**config.mk**
```make
export PLATFORM = sky130hd
export DESIGN_NAME = hl_sequencer
export DESIGN_NICKNAME = d
export VERILOG_FILES = /design/src/rtl/hl_sequencer_pkg.sv /design/src/rtl/hl_result_capture.sv /design/src/rtl/hl_sequencer.sv
export SDC_FILE = /design/constraint.sdc
export NUM_CORES = 1
export LEC_CHECK = 0
export ABC_CLOCK_PERIOD_IN_PS = 5700
export CORE_UTILIZATION = 42
export DETAILED_ROUTE_END_ITERATION = 10
export DONT_BUFFER_PORTS = 1
export GPL_TIMING_DRIVEN = 0
export PLACE_DENSITY_LB_ADDON = 0.2
export SYNTH_ARGS = -nofsm -noshare
export SYNTH_HDL_FRONTEND = slang
export SYNTH_HIERARCHICAL = 1
export SYNTH_SLANG_ARGS = --single-unit
export TNS_END_PERCENT = 100
```
**constraint.sdc**
```tcl
create_clock -name clk_i -period 5.7 [get_ports clk_i]
set_clock_uncertainty 0.1 [all_clocks]
set_input_delay 1.71 -clock clk_i [delete_from_list [all_inputs] [get_ports clk_i]]
set_output_delay 1.71 -clock clk_i [all_outputs]
set_load 0.02 [all_outputs]
```
**src/rtl/hl_sequencer_pkg.sv**
```systemverilog
// Shared state encoding and width helper for the hidden-layer sequencer.
package hl_sequencer_pkg;

  typedef enum logic [2:0] {
    StIdle = 3'd0,
    StFeed = 3'd1,
    StWait = 3'd2,
    StDone = 3'd3,
    StErr  = 3'd4
  } state_e;

  // Ceiling log2; clog2(1) = 0.
  function automatic int unsigned clog2(input int unsigned value);
    int unsigned res;
    res = 0;
    for (int i = 0; i < 32; i++) begin
      if ((64'd1 << i) < 64'(value)) res = i + 1;
    end
    return res;
  endfunction

endpackage

```
**src/rtl/hl_result_capture.sv**
```systemverilog
// Per-neuron result register with a capture mask; the first valid per neuron wins.
module hl_result_capture
  import hl_sequencer_pkg::*;
#(
  parameter int unsigned NUM_OUTPUTS = 4,
  parameter int unsigned WIDTH       = 8
) (
  input  logic                         clk_i,
  input  logic                         rst_i,
  input  logic                         clear_i,
  input  logic                         enable_i,
  input  logic [NUM_OUTPUTS-1:0]       valids_i,
  input  logic [NUM_OUTPUTS*WIDTH-1:0] values_i,
  output logic [NUM_OUTPUTS-1:0]       mask_o,
  output logic [NUM_OUTPUTS*WIDTH-1:0] result_o
);

  logic [NUM_OUTPUTS-1:0]       mask_q, mask_d;
  logic [NUM_OUTPUTS*WIDTH-1:0] result_q, result_d;

  // Mask and result state.
  always_ff @(posedge clk_i or posedge rst_i) begin
    if (rst_i) begin
      mask_q   <= '0;
      result_q <= '0;
    end else begin
      mask_q   <= mask_d;
      result_q <= result_d;
    end
  end

  // Capture lanes whose valid fires while not yet captured.
  always_comb begin
    mask_d   = mask_q;
    result_d = result_q;
    if (clear_i) begin
      mask_d   = '0;
      result_d = '0;
    end else if (enable_i) begin
      for (int n = 0; n < NUM_OUTPUTS; n++) begin
        if (valids_i[n] && !mask_q[n]) begin
          result_d[n*WIDTH +: WIDTH] = values_i[n*WIDTH +: WIDTH];
          mask_d[n]                  = 1'b1;
        end
      end
    end
  end

  assign mask_o   = mask_q;
  assign result_o = result_q;

endmodule

```
**src/rtl/hl_sequencer.sv**
```systemverilog
// Runs one pass through a fully-connected layer: stream inputs, gather outputs, hand back.
module hl_sequencer
  import hl_sequencer_pkg::*;
#(
  parameter int unsigned NUM_INPUTS     = 4,
  parameter int unsigned NUM_OUTPUTS    = 4,
  parameter int unsigned WIDTH          = 8,
  parameter int unsigned TIMEOUT_CYCLES = 1024
) (
  input  logic                         clk_i,
  input  logic                         rst_i,
  input  logic                         start_i,
  input  logic [NUM_INPUTS*WIDTH-1:0]  vector_in_i,
  output logic                         busy_o,
  input  logic                         layer_ready_i,
  output logic [WIDTH-1:0]             layer_value_o,
  output logic                         layer_valid_o,
  input  logic [NUM_OUTPUTS*WIDTH-1:0] layer_values_i,
  input  logic [NUM_OUTPUTS-1:0]       layer_valids_i,
  input  logic                         layer_overflow_i,
  output logic [NUM_OUTPUTS*WIDTH-1:0] result_o,
  output logic                         result_valid_o,
  input  logic                         result_ack_i,
  output logic                         overflow_o,
  output logic                         error_o
);

  localparam int unsigned IdxW = (clog2(NUM_INPUTS) < 1) ? 1 : clog2(NUM_INPUTS);
  localparam int unsigned WdW  = clog2(TIMEOUT_CYCLES);

  state_e                      state_q, state_d;
  logic [NUM_INPUTS*WIDTH-1:0] vec_q, vec_d;
  logic [IdxW-1:0]             idx_q, idx_d, idx_next;
  logic                        valid_q, valid_d;
  logic [WIDTH-1:0]            value_q, value_d;
  logic [WdW-1:0]              wd_q, wd_d;
  logic                        ovf_q, ovf_d;
  logic                        cap_clear, cap_en, mask_full, beat;
  logic [NUM_OUTPUTS-1:0]      mask;
  logic [WIDTH-1:0]            elems [NUM_INPUTS];

  hl_result_capture #(
    .NUM_OUTPUTS(NUM_OUTPUTS),
    .WIDTH      (WIDTH)
  ) u_capture (
    .clk_i   (clk_i),
    .rst_i   (rst_i),
    .clear_i (cap_clear),
    .enable_i(cap_en),
    .valids_i(layer_valids_i),
    .values_i(layer_values_i),
    .mask_o  (mask),
    .result_o(result_o)
  );

  // Unpack the latched vector into addressable elements.
  always_comb begin
    for (int i = 0; i < NUM_INPUTS; i++) elems[i] = vec_q[i*WIDTH +: WIDTH];
  end

  // Control state, feeder registers and watchdog.
  always_ff @(posedge clk_i or posedge rst_i) begin
    if (rst_i) begin
      state_q <= StIdle;
      vec_q   <= '0;
      idx_q   <= '0;
      valid_q <= 1'b0;
      value_q <= '0;
      wd_q    <= '0;
      ovf_q   <= 1'b0;
    end else begin
      state_q <= state_d;
      vec_q   <= vec_d;
      idx_q   <= idx_d;
      valid_q <= valid_d;
      value_q <= value_d;
      wd_q    <= wd_d;
      ovf_q   <= ovf_d;
    end
  end

  // Next-state logic; full mask (including this cycle's captures) beats the timeout.
  always_comb begin
    state_d   = state_q;
    vec_d     = vec_q;
    idx_d     = idx_q;
    valid_d   = valid_q;
    value_d   = value_q;
    wd_d      = wd_q;
    ovf_d     = ovf_q;
    cap_clear = 1'b0;
    cap_en    = 1'b0;
    idx_next  = idx_q + IdxW'(1);
    mask_full = &(mask | layer_valids_i);
    beat      = valid_q & layer_ready_i;

    case (state_q)
      StIdle: begin
        if (start_i) begin
          vec_d     = vector_in_i;
          idx_d     = '0;
          valid_d   = 1'b1;
          value_d   = vector_in_i[WIDTH-1:0];
          ovf_d     = 1'b0;
          cap_clear = 1'b1;
          state_d   = StFeed;
        end
      end
      StFeed: begin
        cap_en = 1'b1;
        if (layer_overflow_i) ovf_d = 1'b1;
        if (beat) begin
          if (idx_q == IdxW'(NUM_INPUTS - 1)) begin
            valid_d = 1'b0;
            wd_d    = '0;
            state_d = StWait;
          end else begin
            idx_d   = idx_next;
            value_d = elems[idx_next];
          end
        end
      end
      StWait: begin
        cap_en = 1'b1;
        if (layer_overflow_i) ovf_d = 1'b1;
        if (mask_full) begin
          state_d = StDone;
        end else if (wd_q == WdW'(TIMEOUT_CYCLES - 1)) begin
          state_d = StErr;
        end else begin
          wd_d = wd_q + WdW'(1);
        end
      end
      StDone: begin
        if (result_ack_i) state_d = StIdle;
      end
      StErr: begin
        if (result_ack_i) state_d = StIdle;
      end
      default: state_d = StIdle;
    endcase
  end

  assign busy_o         = (state_q != StIdle);
  assign result_valid_o = (state_q == StDone);
  assign error_o        = (state_q == StErr);
  assign layer_valid_o  = valid_q;
  assign layer_value_o  = value_q;
  assign overflow_o     = ovf_q;

endmodule

```
==> Word level (Yosys, flattened, before mapping) <==
Index checks and enable logic that the tools add are counted.
{ "word_totals": {"reg_bits": 93, "word_cells": 112} }
{ "classes": {"add_sub_neg": 2, "order_cmp": 1, "n_eq_ne": 15, "n_mux": 45, "bitwise": 3, "reduce_logical": 31} }
{ "ops": {"columns": ["operator", "n"], "rows": [
  ["8-bit 2-to-1 mux", 9],
  ["32-bit 2-to-1 mux", 2],
  ["10-bit 2-to-1 mux", 4],
  ["10-bit one-hot mux with 2 select lines", 1],
  ["3-bit 2-to-1 mux", 6],
  ["8-bit binary-select mux with 2-bit select", 1],
  ["8-bit one-hot mux with 2 select lines", 1],
  ["2-bit nonzero test", 8],
  ["1-bit 2-to-1 mux", 12],
  ["2-bit != test (second input constant)", 6],
  ["3-bit one-hot mux with 4 select lines", 1],
  ["4-bit AND reduction", 3],
  ["10-bit by 1-bit adder with 10-bit output (second input constant)", 1],
  ["10-bit equality test (second input constant)", 1],
  ["2-bit AND reduction", 5],
  ["5-bit AND reduction", 2],
  ["4-bit 2-to-1 mux", 2],
  ["3-bit by 2-bit equality test with 1-bit output (second input constant)", 2],
  ["2-bit 2-to-1 mux", 3],
  ["1-bit logical AND", 4],
  ["1-bit zero test", 4],
  ["2-bit by 1-bit != test with 1-bit output (second input constant)", 2],
  ["4-bit OR", 1],
  ["1-bit one-hot mux with 2 select lines", 2],
  ["13 further kinds", 14]
]} }

==> Longest topological paths before layout <==
Gate-level depths: netlist (run 1).
{ "depth": {"depth_word": 8, "mapped_depth": 9, "ltp_nobuf": 5} }

==> Modules after synthesis <==
The synthesis (run 1) kept the hierarchy.
{ "by_module_without_submodules": {"columns": ["module", "n_inst", "cells_each", "area_each_um2", "seq_area_each_um2"], "rows": [
  ["hl_sequencer", 1, 232, 2827.7, 1426.4],
  ["hl_result_capture", 1, 156, 1789.2, 900.9]
]} }

==> Least setup slack after synthesis (run 1) <==
Ideal clock, no wire load.
{ "synth_timing": {"path_type": "register -> output", "start": "register state_q[1]", "end": "output error_o", "arrival_time_ns": 1.075, "setup_slack_ns": 2.815, "stages_incl_launch_ff": 3, "path_buffers": 1, "path_cell_list": "dfrtp_1 -> buf_4 -> nor3b_1"} }
{ "synth_between": {"elab_chain_len": 1} }
{ "synth_lines": {"columns": ["item", "line_no", "text"], "rows": [
  ["from (decl)", "hl_sequencer.sv:31", "state_e state_q, state_d;"],
  ["from (signal assigned)", "hl_sequencer.sv:64", "state_q <= StIdle;"],
  ["from (signal assigned)", "hl_sequencer.sv:72", "state_q <= state_d;"],
  ["3-bit equality test", "hl_sequencer.sv:146", "assign error_o = (state_q == StErr);"],
  ["to (decl)", "hl_sequencer.sv:25", "output logic error_o"]
]} }
Every way passes these cells.

==> Final worst setup path (run 1) <==
Ends and elaborated chain as after synthesis.

==> results of run 1 <==
==> flip-flops by register name, indices dropped and copies added, names as in the netlist <==
register,flops
wd_q,10
u_capture/result_o,32
state_q,3
layer_value_o,8
layer_valid_o,1
u_capture/mask_o,4
vec_q,32
idx_q,2
overflow_o,1
==> cell usage after synthesis (2+ instances only) <==
master	n
sky130_fd_sc_hd__nor4_1	3
sky130_fd_sc_hd__buf_6	7
sky130_fd_sc_hd__nand2b_1	65
sky130_fd_sc_hd__o21ai_0	9
sky130_fd_sc_hd__nor2_1	18
sky130_fd_sc_hd__nor3_1	2
sky130_fd_sc_hd__ha_1	2
sky130_fd_sc_hd__o31ai_1	2
sky130_fd_sc_hd__nand2_1	12
sky130_fd_sc_hd__buf_4	8
sky130_fd_sc_hd__inv_1	7
sky130_fd_sc_hd__and3b_1	5
sky130_fd_sc_hd__o21ai_1	5
sky130_fd_sc_hd__a41o_2	2
sky130_fd_sc_hd__and2_1	3
sky130_fd_sc_hd__or2_2	2
sky130_fd_sc_hd__clkbuf_1	6
sky130_fd_sc_hd__mux4_2	8
sky130_fd_sc_hd__nand3_1	5
sky130_fd_sc_hd__o22ai_1	2
sky130_fd_sc_hd__mux2_2	33
sky130_fd_sc_hd__dfrtp_1	93
sky130_fd_sc_hd__mux2i_1	41
sky130_fd_sc_hd__nor2b_1	3
sky130_fd_sc_hd__buf_2	4
sky130_fd_sc_hd__a21oi_1	20
sky130_fd_sc_hd__a41oi_1	3
sky130_fd_sc_hd__o211ai_1	2
==> metrics by stage <==
| stage | worst slack [ps] | util [%] | hold WS [ps] | std cells | power [µW] |
|---|---|---|---|---|---|
| 2_1_floorplan | 2490 | - | 364 | 388 | 2040 |
| 3_3_place_gp | 1820 | 45.6 | 384 | 524 | 2230 |
| 3_5_place_dp | 2600 | 45.7 | 392 | 525 | 2260 |
| 4_1_cts | 2340 | 47.5 | 414 | 541 | 2690 |
| 5_1_grt | 2300 | 47.5 | 427 | 541 | 2830 |
| 6_report | 2370 | 47.5 | 406 | 541 | 2650 |
==> critical path: stages, from the launching register on <==
cell,delay (ps)
sky130_fd_sc_hd__dfrtp_1,370
sky130_fd_sc_hd__buf_4,160
sky130_fd_sc_hd__nor3b_1,630
==> placed cells by master (no fill, tap or decap), types with 2 or more instances in the layout <==
master and n:
sky130_fd_sc_hd__nand3_1 5, sky130_fd_sc_hd__mux4_2 8, sky130_fd_sc_hd__a41oi_1 3, sky130_fd_sc_hd__a41o_2 2, sky130_fd_sc_hd__inv_2 2, sky130_fd_sc_hd__nor2b_1 3
sky130_fd_sc_hd__mux2_2 33, sky130_fd_sc_hd__nor3_1 2, sky130_fd_sc_hd__inv_1 5, sky130_fd_sc_hd__o31ai_1 2, sky130_fd_sc_hd__clkbuf_8 11, sky130_fd_sc_hd__a21oi_1 20
sky130_fd_sc_hd__clkinv_4 2, sky130_fd_sc_hd__buf_6 7, sky130_fd_sc_hd__dfrtp_1 93, sky130_fd_sc_hd__clkbuf_1 7, sky130_fd_sc_hd__nand2b_1 65, sky130_fd_sc_hd__nor2_1 18
sky130_fd_sc_hd__or2_2 2, sky130_fd_sc_hd__mux2i_1 41, sky130_fd_sc_hd__o22ai_1 2, sky130_fd_sc_hd__buf_4 8, sky130_fd_sc_hd__o21ai_0 9, sky130_fd_sc_hd__and2_1 3
sky130_fd_sc_hd__o21ai_1 5, sky130_fd_sc_hd__o211ai_1 2, sky130_fd_sc_hd__and3b_1 5, sky130_fd_sc_hd__buf_2 4, sky130_fd_sc_hd__nor4_1 3, sky130_fd_sc_hd__ha_1 2
sky130_fd_sc_hd__nand2_1 12
==> cell families (layout without fill, tap and decap cells) <==
| group | count (synthesis) | after routing |
|---|---|---|
| and+or+nand+nor | 125 | 125 |
| xor gates and xnor gates | 1 | 1 |
| adders and majority gates | 2 | 2 |
| DFF | 93 | 93 |
| buffers and inverters | 32 | 49 |
| muxes | 82 | 82 |
| AOI/OAI and AO/OA | 53 | 53 |
==> per-layer routing <==
metal	vias up	routed length [µm]	GRT usage [%]
met5	-	0	0
met4	0	100	4.99
met3	7	727	6.99
met2	74	4680	28.9
met1	1446	4130	21.7
li1	1379	-	-
==> final cells by class <==
cell class	instances	area [µm²]
Multi-Input combinational cell	263	2080
Sequential cell	93	2330
Clock buffer	12	155
Inverter	7	26.3
Fill cell	952	5520
Clock inverter	4	31.3
Tap cell	136	170
Timing Repair Buffer	1	20.0
Buffer	25	181
==> where the power goes <==
part / leakage [µW] / internal [µW] / switching, µW / total, µW
combinational: 0.000853 / 505 / 432 / 937
sequential: 0.00117 / 942 / 348 / 1290
clock: 0.0000969 / 185 / 235 / 421
total: 0.00212 / 1630 / 1020 / 2650
==> worst max-delay path by stage <==
stage,end,slack [ps],depth (start not counted)
after CTS,error_o,2340,2
final,error_o,2370,2
after detailed placement,wd_q[7]$_DFFE_PP0P_,2600,5
after global routing,error_o,2300,2
after global placement,vec_q[18]$_DFFE_PP0P_,1820,1
after floorplan,idx_q[0]$_DFFE_PP0P_,2490,1
==> results.yml, run 1 <==
finish:
  post-route-cell-area_um2: 4990
  insertedDiodeCount: 0
  drive_above_1_share_pct: 22.0
  area_growth_syn_to_layout_pct: 8.16
  final_nets: 476
clock_tree:
  clk_pin_slew_ps: 90
  cts_tree: "yes"
  clock_path_buffers: 2
  clk_root_buffer_cell: "sky130_fd_sc_hd__clkbuf_8"
  cts_made_buffers: 9
  cts_num_sinks: 93
  setup_fix_bufs_post_cts: 0
  cts_repair_resize_count: 0
  htree_num_levels: 3
  cts.hold.buffers_added: 0
  worstSkewPairLatency_ps: 360
setup_path:
  timing.critical_path.arrival_ps: 1520
  end_kind: "output port"
  worst-endpoint-required_ps: 3890
  critPathLaunch: "state_q[1]$_DFFE_PP0P_"
  timing.critical_path.fanout_max: 8
  worst_r2r_path_depth: 6
  timing.reg2reg.setup_slack_ps: 3550
  rr_startpoint: "state_q[0]$_DFFE_PP0P_"
  r2r-end: "u_capture/result_o[11]$_DFFE_PP0P_"
  startpoint_kind_of_the_worst_setup_timing_path: "register"
  path_class: "reg -> out"
synthesis:
  post_syn_nets: 464
  post_synth_main_area_contributors: "sky130_fd_sc_hd__dfrtp_1 50%, sky130_fd_sc_hd__mux2i_1 8.9%, sky130_fd_sc_hd__nand2b_1 8.8%"
  synth.area.mux_share_pct: 20.8
  synth_async_sr_flop_share_pct: 100
  synth_fa_ha_area_share_pct: 0.542
  synth_top_cell_by_area: "sky130_fd_sc_hd__dfrtp_1"
  synth-compound-area-share_pct: 7.29
  avgSynthCellArea_um2: 11.9
  combinational_family_with_the_most_area_after_synthesis: "multiplexers"
  yosysTopAreaCellShare_pct: 50.4
  synth_xor_area_share_pct: 0.190
  ys_seq_area_share_pct: 50.4
  synthSimpleGateAreaFrac_pct: 16.2
  primary_ff_master_synth: "sky130_fd_sc_hd__dfrtp_1"
  postSynthCellCount: 388
  post_synth_edffs: 0
  ys_types: 44
  synth_warnings: 6
  synth_area_um2: 4620
  synth_seq_cells: 93
floorplanning:
  floorplan_core_area_um2: 10500
  fp.dieH_um: 107
  start_util_pct: 43.9
  dieArea_um2: 11400
  io-pin-count: 119
  fp.dieW_um: 107
  fp-row-count: 37
sta:
  fin_tns_setup_ps: 0
  min_period_ps: 3330
  drv_slew: 0
  slew_headroom_pct: 46.7
  rsz0062_at_grt: "false"
  final-hold-violation-count: 0
  timing.final.crit_share_pct: 58.4
  fmaxAchievable_mhz: 300
  report.final.setup_viol: 0
  worstMarginPinSlew_ps: 798
pwr:
  power.ir.vdd_worst_mv: 0.293
  power-per-cell-area_nw_per_um2: 530
  power.leakage_uw: 0.00212
route:
  drt_wl_total_mm: 9.64
  detailroute.via_count: 2906
  avgRoutedWirePerCell_um: 17.8
  antenna_violating_nets_post_route: 0
  drt-vias-per-instance: 5.37
  remaining_drc_errors: 0
  drt_first_pass_iters: 4
  dr_iter_0_viols: 122
min_path:
  worst_hold_path_endpoint: "vec_q[21]$_DFFE_PP0P_"
  holdPathStages: 1
  hold_path_startpoint: "vec_q[21]$_DFFE_PP0P_"
  holdCritPathClass: "reg -> reg"
global_routing:
  antenna_violations_before_repair: 0
  grt_remaining_overflow: 0
  global_route_wire_length_before_repair_mm: 15.5
  grt_pass1_vias: 3010
  grt_start_max_net_pins: 43
  grt_util_all_layers_pct: 17.7
placement:
  port_buffers: 0
  dp_hpwl_mm: 6.92
  routabilityCongestion: 0.751
  postPlaceCellArea_um2: 4810
outcome:
  status: "finished clean"
job:
  max-cap-violations: 0
Power figures use the tool's default switching activity.
==> run 2: changes to the inputs <==
--- a/config.mk
+++ b/config.mk
@@ -5,7 +5,7 @@
 export SDC_FILE = /design/constraint.sdc
 export NUM_CORES = 1
 export LEC_CHECK = 0
-export ABC_CLOCK_PERIOD_IN_PS = 5700
+export ABC_CLOCK_PERIOD_IN_PS = 2700
 export CORE_UTILIZATION = 42
 export DETAILED_ROUTE_END_ITERATION = 10
 export DONT_BUFFER_PORTS = 1
==> constraint.sdc (replaced) <==
create_clock -name clk_i -period 2.7 [get_ports clk_i]
set_clock_uncertainty 0.1 [all_clocks]
set_input_delay 0.81 -clock clk_i [delete_from_list [all_inputs] [get_ports clk_i]]
set_output_delay 0.81 -clock clk_i [all_outputs]
set_load 0.02 [all_outputs]
==> results of run 2 <==
The final DEF is identical to that of run 1. Status: finished clean.
Among the figures that moved: setup slack after placement 2600 ps -> 499 ps; setup slack after layout 2370 ps -> 271 ps; hold slack 406 ps -> 207 ps; register-to-register setup slack 3550 ps -> 550 ps; total power 2650 µW -> 5590 µW; worst IR drop on VDD 0.293 mV -> 0.618 mV
==> run 3: changes to the inputs <==
--- a/config.mk
+++ b/config.mk
@@ -6,7 +6,9 @@
 export NUM_CORES = 1
 export LEC_CHECK = 0
 export ABC_CLOCK_PERIOD_IN_PS = 2700
-export CORE_UTILIZATION = 42
+export CELL_PAD_IN_SITES_DETAIL_PLACEMENT = 2
+export CELL_PAD_IN_SITES_GLOBAL_PLACEMENT = 2
+export CORE_UTILIZATION = 37
 export DETAILED_ROUTE_END_ITERATION = 10
 export DONT_BUFFER_PORTS = 1
 export GPL_TIMING_DRIVEN = 0
==> run 3 against run 2 <==
  * Fmax is essentially flat
  * First-iteration DRC count is 45% lower
  * Die area grew 13%
  * Non-clock buffer count stayed put
  * Critical path depth did not move
  * Worst setup slack lost 0.78 ps
  * Wire length is 19% higher
  * Utilization shrank 5.1 points
  * Sequential power barely moved
  * Combinational power is 4% higher
  * Global-route usage up 1.3 points
  * Sequential share of layout area decreased by 1.3 points
  * Highest routed layer unchanged
==> results.yml, run 3 (same netlist as run 1, synthesis figures left out) <==
floorplanning:
  dieArea_um2: 12900
  fp.dieW_um: 114
  io-pin-count: 119
  floorplan_core_area_um2: 12100
  fp-row-count: 40
  fp.dieH_um: 114
  start_util_pct: 38.1
route:
  remaining_drc_errors: 0
  drt-vias-per-instance: 5.33
  antenna_violating_nets_post_route: 0
  dr_iter_0_viols: 67
  detailroute.via_count: 3053
  drt_first_pass_iters: 4
  drt_wl_total_mm: 11.5
  avgRoutedWirePerCell_um: 20.0
clock_tree:
  htree_num_levels: 3
  worstSkewPairLatency_ps: 350
  cts_repair_resize_count: 0
  cts_made_buffers: 9
  clock_path_buffers: 2
  cts_tree: "yes"
  clk_pin_slew_ps: 70
  cts.hold.buffers_added: 0
  cts_num_sinks: 93
  setup_fix_bufs_post_cts: 0
  clk_root_buffer_cell: "sky130_fd_sc_hd__clkbuf_16"
setup_path:
  timing.critical_path.fanout_max: 8
  timing.critical_path.arrival_ps: 1520
  worst_r2r_path_depth: 5
  worst-endpoint-required_ps: 1790
  path_class: "reg -> out"
  startpoint_kind_of_the_worst_setup_timing_path: "register"
  end_kind: "output port"
placement:
  routabilityCongestion: 0.722
  dp_slack_ps: 392
  dp_cells: 557
  port_buffers: 0
  dp_hpwl_mm: 8.36
finish:
  insertedDiodeCount: 0
  multiInputGateArea_um2: 2080
  final_std_cells_w_o_fill: 573
  final_cell_mix: "93 x sky130_fd_sc_hd__dfrtp_1, 65 x sky130_fd_sc_hd__nand2b_1, 41 x sky130_fd_sc_hd__mux2i_1"
  final_nets: 476
  drive_above_1_share_pct: 22.2
  mostFrequentLayoutCell: "sky130_fd_sc_hd__dfrtp_1"
  area_growth_syn_to_layout_pct: 11.2
  fillerInstances: 1290
  seqCellArea_um2: 2330
pwr:
  p_comb_share_pct: 33.9
  p_seq_share_pct: 45.5
  power-per-cell-area_nw_per_um2: 1180
  total_power_uw: 6050
  sw_frac_of_total_pct: 38.7
  p_sw_uw: 2340
  pwr-share-clk_pct: 20.6
  cell_internal_pwr_uw: 3710
  power.ir.vdd_worst_mv: 0.532
  power.leakage_uw: 0.00217
sta:
  report.final.setup_viol: 0
  final-hold-violation-count: 0
  worstMarginPinSlew_ps: 773
  min_period_ps: 2430
  fmaxAchievable_mhz: 412
  finalWorstSetupSlack_ps: 270
  slew_headroom_pct: 48.4
  whs_ps: 331
  rsz0062_at_grt: "false"
  timing.final.crit_share_pct: 90.0
  fin_tns_setup_ps: 0
  drv_slew: 0
global_routing:
  global_route_wire_length_before_repair_mm: 18.4
  grt_pass1_vias: 3405
  grt_remaining_overflow: 0
  grt_start_max_net_pins: 37
  antenna_violations_before_repair: 0
  grt_util_all_layers_pct: 19.0
job:
  max-cap-violations: 0
min_path:
  holdCritPathClass: "in -> async"
outcome:
  status: "finished clean"
run 3: changes by cell type in the layout (fill, tap and decap cells not counted):
cell	change
sky130_fd_sc_hd__clkinv_2	-1
sky130_fd_sc_hd__inv_6	+3
sky130_fd_sc_hd__clkbuf_1	-1
sky130_fd_sc_hd__clkbuf_8	-11
sky130_fd_sc_hd__clkbuf_16	+9
sky130_fd_sc_hd__inv_8	+1
run 3: cell type report:
class                           count  share of cell area, %
Buffer                             25                   3.53
Clock buffer                        9                   4.38
Clock inverter                      7                   1.24
Inverter                            7                  0.512
Multi-Input combinational cell    263                   40.5
Sequential cell                    93                   45.3
Tap cell                          168                   4.09
Timing Repair Buffer                1                  0.390
run 3: final timing paths:
| kind | from | endpoint | slack [ps] |
|---|---|---|---|
| min in group clk_i | vec_q[21]$_DFFE_PP0P_ | vec_q[21]$_DFFE_PP0P_ | 400 |
| setup / recovery | state_q[1]$_DFFE_PP0P_ | error_o | 270 |
| max in group asynchronous | rst_i | vec_q[31]$_DFFE_PP0P_ | 1580 |
| hold / removal | rst_i | vec_q[25]$_DFFE_PP0P_ | 330 |
| hold reg to reg | vec_q[21]$_DFFE_PP0P_ | vec_q[21]$_DFFE_PP0P_ | 400 |
| setup reg to reg | idx_q[1]$_DFFE_PP0P_ | layer_value_o[0]$_DFFE_PP0P_ | 450 |
run 3: worst max-delay path, stage by stage, from the launching register on:
cell and delay (ps):
sky130_fd_sc_hd__dfrtp_1 360, sky130_fd_sc_hd__buf_4 160, sky130_fd_sc_hd__nor3b_1 640
run 3: power groups by stage:
stage	clock (µW)	combinational [µW]	sequential, µW
after floorplan	0	1680	2620
after global placement	0	1980	2750
after detailed placement	0	2090	2790
after CTS	1290	2110	2770
after global routing	1330	2270	2830
final	1240	2050	2750
run 3: stage by stage:
| step | utilization (%) | instance area, µm² |
|---|---|---|
| 5_1_grt | 42.4 | 5140 |
| 6_report | 42.4 | 5140 |
| 3_5_place_dp | 40.0 | 4850 |
| 4_1_cts | 42.4 | 5140 |
| 2_1_floorplan | - | 4620 |
| 3_3_place_gp | 39.9 | 4830 |
run 3: layer usage:
layer | GRT usage (%) | share of wire, % | vias to the layer above
met5 | 0 | 0 | -
met4 | 6.84 | 1.4 | 0
met3 | 6.06 | 6.7 | 12
met2 | 32.6 | 51 | 64
met1 | 22.3 | 41 | 1592
li1 | - | - | 1385
==> edit 1, RTL diff (flow settings as in run 3) <==
`WIDTH` is set to 8 in 2 places; all go to 10.
--- a/src/rtl/hl_result_capture.sv
+++ b/src/rtl/hl_result_capture.sv
@@ -4,5 +4,5 @@
 #(
   parameter int unsigned NUM_OUTPUTS = 4,
-  parameter int unsigned WIDTH       = 8
+  parameter int unsigned WIDTH       = 10
 ) (
   input  logic                         clk_i,
--- a/src/rtl/hl_sequencer.sv
+++ b/src/rtl/hl_sequencer.sv
@@ -5,5 +5,5 @@
   parameter int unsigned NUM_INPUTS     = 4,
   parameter int unsigned NUM_OUTPUTS    = 4,
-  parameter int unsigned WIDTH          = 8,
+  parameter int unsigned WIDTH          = 10,
   parameter int unsigned TIMEOUT_CYCLES = 1024
 ) (
Interface: changed (resized layer_value_o, layer_values_i, result_o and vector_in_i); port bits go from 119 to 145. The function was not compared with the original's and may differ.
==> edit 1 against run 3 <==
- setup slack got worse by 0.0067 ns
- design area rose by 17%
- highest routed layer is now met5
- area after synthesis rose by 18%
- sequential power rose by 22%
- sequential cell count rose by 18
- wire length rose by 27%
- first-iteration DRC count rose by 66%
- largest power group unchanged
- power rose by 18%
- combinational power rose by 19%
==> edit 1: results (changes against run 3) <==
Critical path
  – Delay of the slowest critical-path stage: 0.36 ns (-0.28 ns)
  – Worst path slowest cell: dfrtp_1
  – Reg2Reg Capture Point: u_capture/result_o[20]$_DFFE_PP0P_
  – CP top delay family: buffers and inverters
  – R2R setup slack: 0.26 ns (-0.19 ns)
  – Worst R2R Start: state_q[1]$_DFFE_PP0P_
  – FF-to-FF path depth: 9 (+4)
  – Crit-path max FO: 12 (+4)

Yosys
  – Syn. warnings: 6 (unchanged)
  – Syn nets: 547 (+18%)
  – Most frequent cells after synthesis: dfrtp_1, nand2b_1, mux2i_1
  – Synth area leaders: dfrtp_1, nand2b_1, mux2i_1
  – Sequential area share after synthesis: 51.1% (+0.72 points)
  – Synth cell types: 46 (+4.5%)
  – Synth Flop Type: dfrtp_1
  – Post-synth ARST share: 100% (unchanged)

Global route
  – First-pass GRT wire length: 23.0 mm (+25%)
  – Largest net degree at the start of global routing: 68 (+84%)
  – Initial antenna violation count: 4 (+4)
  – Number of global-route vias before repair: 4109 (+21%)
  – GR Util All Layers: 20.6% (+1.6 points)

Run status
  – Status: complete, no violations

Clock network
  – Hold_buf cts: 0 (unchanged)
  – Max H-tree Level: 3 (unchanged)
  – CTS clk-pin slew, worst paths: 0.08 ns
  – CTS Buf Count: 9 (unchanged)
  – Clock Tree Root: clkbuf_16
  – Clk_lat worst skew: 0.36 ns
  – Max clock buf depth: 2 (unchanged)

Route
  – DRT Pass-1 Iters: 4 (unchanged)
  – Via count: 3608 (+18%)
  – Iteration-0 DRC Markers: 111 (+66%)
  – Routed wire length: 14.6 mm (+27%)

Power
  – VDD IR max: 0.436 mV (-18%)
  – Pleak: 2.62 nW (+21%)

Place
  – I/O Buffers: 0 (unchanged)
  – Gpl congestion: 0.747 (+3.5%)
  – DP HPWL: 10.7 mm (+27%)
  – DP Area: 5690 um2 (+17%)

Cells and area
  – Layout cells sized above 1: 13.8% (-8.5 points)
  – # nets final: 559 (+17%)
  – Fillers: 1431 (+11%)

STA
  – Slew @ Worst Pin: 0.866 ns (+0.0924 ns)

Worst hold path
  – Worst Hold Class: input pin to asynchronous set/reset pin
## edit 1: how the worst max path moves through the flow
stage	startpoint	end	depth (start not counted)
6_report	state_q[1]$_DFFE_PP0P_	u_capture/result_o[20]$_DFFE_PP0P_	9
5_1_grt	state_q[1]$_DFFE_PP0P_	u_capture/result_o[20]$_DFFE_PP0P_	9
4_1_cts	state_q[1]$_DFFE_PP0P_	u_capture/result_o[17]$_DFFE_PP0P_	9
3_5_place_dp	state_q[1]$_DFFE_PP0P_	u_capture/result_o[17]$_DFFE_PP0P_	9
3_3_place_gp	rst_i	vec_q[29]$_DFFE_PP0P_	1
2_1_floorplan	rst_i	idx_q[0]$_DFFE_PP0P_	1
## edit 1: final cells by class
type / instances / area (um2) / area share [%]
Timing Repair Buffer: 1 / 27.5 / 0.458
Buffer: 30 / 190 / 3.17
Inverter: 7 / 28.8 / 0.479
Sequential cell: 111 / 2780 / 46.2
Multi-Input combinational cell: 307 / 2450 / 40.8
Clock inverter: 7 / 76.3 / 1.27
Tap cell: 180 / 225 / 3.75
Antenna cell: 3 / 7.51 / 0.125
Clock buffer: 9 / 225 / 3.75
## edit 1: kinds of logic (layout without fill, tap and decap cells)
family / Yosys count / after routing / synth area share, %
AND/OR/NAND/NOR: 148 / 148 / 16.0
flip-flops: 111 / 111 / 51.1
multiplexers: 103 / 103 / 22.2
AO/OA/AOI/OAI: 54 / 54 / 6.24
buffers and inverters: 37 / 54 / 3.92
adder cells (fa/ha/maj): 2 / 2 / 0.461
other: 0 / 3 / 0
## edit 1: metrics by stage
step	hold slack, ns	worst slack [ns]	power, mW	util, %	cells
after floorplan	0.342	0.107	5.11	-	455
after global placement	0.362	-0.681	5.67	40.1	635
after detailed placement	0.375	0.0674	5.89	40.4	636
after CTS	0.274	0.0232	7.28	42.5	652
after global routing	0.291	0.0414	7.63	42.6	652
final	0.268	0.264	7.15	42.6	655
## edit 1: power breakdown
| group | leakage, nW | internal, mW | switching (mW) | total (mW) |
|---|---|---|---|---|
| combinational | 1.08 | 1.20 | 1.23 | 2.43 |
| clock | 0.145 | 0.658 | 0.699 | 1.36 |
| sequential | 1.39 | 2.39 | 0.966 | 3.36 |
## edit 1: what timing repair did
action | 4_1_cts | 5_1_grt
endpoints found under the hold margin | 0 | 0
setup endpoints to repair | 0 | 38
resized for setup | 0 | 7
setup buffers | 0 | 0
## edit 1: per-layer routing
metal	track usage, %	up-vias	share of wire, %	wire length [um]
met4	5.35	2	1.3	195
li1	-	1621	-	-
met1	23.4	1881	39	5660
met5	0	-	0.12	17
met3	8.35	15	7.1	1030
met2	35.6	89	53	7650
==> edit 2, RTL diff (settings of run 3) <==
Without the edit above. The 5 states of `state_e` get a one-hot encoding in 5 bits.
--- a/src/rtl/hl_sequencer_pkg.sv
+++ b/src/rtl/hl_sequencer_pkg.sv
@@ -2,10 +2,10 @@
 package hl_sequencer_pkg;
 
-  typedef enum logic [2:0] {
-    StIdle = 3'd0,
-    StFeed = 3'd1,
-    StWait = 3'd2,
-    StDone = 3'd3,
-    StErr  = 3'd4
+  typedef enum logic [4:0] {
+    StIdle = 5'b00001,
+    StFeed = 5'b00010,
+    StWait = 5'b00100,
+    StDone = 5'b01000,
+    StErr  = 5'b10000
   } state_e;
 
Formal check against the unedited RTL: same outputs for any inputs over 10 cycles, from zero or initial values and one cycle with rst_i high; not proved beyond that.
==> edit 2 against run 3 <==
- critical path depth stayed put
- design area is 3.4% higher
- setup slack worse by 0.28 ns
- synthesized cell count is 2.3% lower
- area after synthesis is 2.8% higher
- fmax is 10% lower
- wire length is 2.9% higher
- sequential cell count is 2 higher
- critical endpoint unchanged
- highest routed layer unchanged
- clock power is 13% higher
- power is 1.8% lower
- the flow now finishes with violations (setup timing)
- via count is 1.2% lower
==> edit 2: results (changes against run 3) <==
Yosys
  – Most frequent cells after synthesis: dfrtp_1, nand2b_1, mux2_2
  – Syn avg cell area: 12.5 um2 (+5.3%)
  – Multiplexer share of the synthesized area: 23.1% (+2.2 points)
  – Xor-xnor portion of the synthesized cell area: 0.185% (-0.0052 points)
  – Synth cell types: 53 (+20%)
  – Post-synthesis adder-cell area fraction: 0.527% (-0.015 points)
  – Sequential area share after synthesis: 50.1% (-0.30 points)
  – Compound-cell area share of the yosys netlist: 6.30% (-0.99 points)

Global route
  – Number of global-route vias before repair: 3357 (-1.4%)
  – GR Util All Layers: 18.7% (-0.33 points)
  – First-pass GRT wire length: 18.6 mm (+0.64%)

STA
  – Endpoints failing setup: 1 (+1)
  – Fin worst setup slack: -0.0114 ns (-0.282 ns)
  – Max-slew headroom at the worst pin: 47.0% (-1.3 points)

Route
  – Via count: 3017 (-1.2%)
  – Iteration-0 DRC Markers: 85 (+27%)
  – Routed wire length: 11.8 mm (+2.9%)

Run status
  – Status: finished with violations
  – Failing checks: setup timing

Cells and area
  – # nets final: 467 (-1.9%)
  – Final instance count without filler cells: 568 (-0.87%)
  – Fillers: 1281 (-0.70%)
  – Layout cells sized above 1: 23.2% (+1.0 points)

Critical path
  – Delay of the slowest critical-path stage: 0.59 ns (-0.05 ns)
  – CP top delay family: simple AND/OR/NAND/NOR gates
  – Critical path data arrival time: 1.80 ns (+0.28 ns)

Place
  – Pre-CTS setup slack: -0.145 ns (-0.537 ns)
  – Gpl congestion: 0.717 (-0.62%)
  – DP HPWL: 8.46 mm (+1.1%)
  – Total placed cells including tap cells: 552 (-0.90%)

Power
  – VDD IR max: 0.317 mV (-40%)
  – Pleak: 2.25 nW (+3.9%)
-- edit 2: changes by cell type after synthesis, moves of 5 or more --
cell	before	now
a21oi_1	20	8
o21ai_0	9	4
a31oi_1	1	6
mux2i_1	41	33
nand2_1	12	3
buf_4	8	0
nor3_1	2	7
mux2_4	0	9
o21ai_1	5	0
nor2_1	18	9
-- edit 2: kinds of logic (layout without fill, tap and decap cells) --
| kind of cell | Yosys count | count (layout) |
|---|---|---|
| AO/OA/AOI/OAI | 41 | 41 |
| XOR/XNOR | 1 | 1 |
| adder cells (fa/ha/maj) | 2 | 2 |
| buffers and inverters | 30 | 47 |
| flip-flops | 95 | 95 |
| multiplexers | 90 | 90 |
| AND/OR/NAND/NOR | 120 | 120 |
-- edit 2: path summary, 6_finish.rpt --
| kind | startpoint | endpoint | slack (ns) | cells after the start |
|---|---|---|---|---|
| worst max register to register | state_q[3]$_DFFE_PP0P_ | u_capture/result_o[21]$_DFFE_PP0P_ | 0.22 | 6 |
| worst min register to register | vec_q[28]$_DFFE_PP0P_ | vec_q[28]$_DFFE_PP0P_ | 0.40 | 1 |
| max in group asynchronous | rst_i | vec_q[22]$_DFFE_PP0P_ | 1.50 | 2 |
| worst min-delay path | rst_i | u_capture/mask_o[1]$_DFFE_PP0P_ | 0.39 | 1 |
| worst max-delay path | state_q[1]$_DFFE_PP0P_ | error_o | -0.01 | 2 |
| min in group clk_i | vec_q[28]$_DFFE_PP0P_ | vec_q[28]$_DFFE_PP0P_ | 0.40 | 1 |
-- edit 2: through the flow --
| step | area, um2 | setup TNS (ns) |
|---|---|---|
| floorplan | 4750 | 0 |
| global placement | 4960 | -27.31 |
| detailed placement | 4980 | -3.81 |
| CTS | 5310 | -0.0659 |
| global route | 5310 | -0.181 |
| finish | 5310 | -0.0114 |
-- edit 2: timing repair --
action,CTS,global route
hold buffers,0,0
setup endpoints to repair,10,3
cloned,0,0
pin swaps,1,0
buffers inserted,1,0
-- edit 2: area by class of cell --
cell class	instances	area, um2	area share (%)
flip-flops and latches	95	2380	44.8
multi-input cells	254	2180	41.0
clock buffers	11	243	4.57
well taps	172	215	4.05
plain buffers	19	149	2.80
clock inverters	5	81.3	1.53
inverters	10	37.5	0.707
repair buffers	2	27.5	0.518
-- edit 2: layer usage --
layer / vias to the layer above / wire length (um) / global-route usage, %
li1: 1380 / - / -
met1: 1559 / 5250 / 24.0
met2: 65 / 5860 / 30.4
met3: 13 / 527 / 4.53
met4: 0 / 180 / 7.01
met5: - / 0 / 0
-- edit 2: power by group --
group / total, mW / switching, mW / internal (mW)
combinational: 1.87 / 0.834 / 1.04
sequential: 2.67 / 0.690 / 1.98
clock: 1.40 / 0.560 / 0.838
total: 5.94 / 2.08 / 3.86
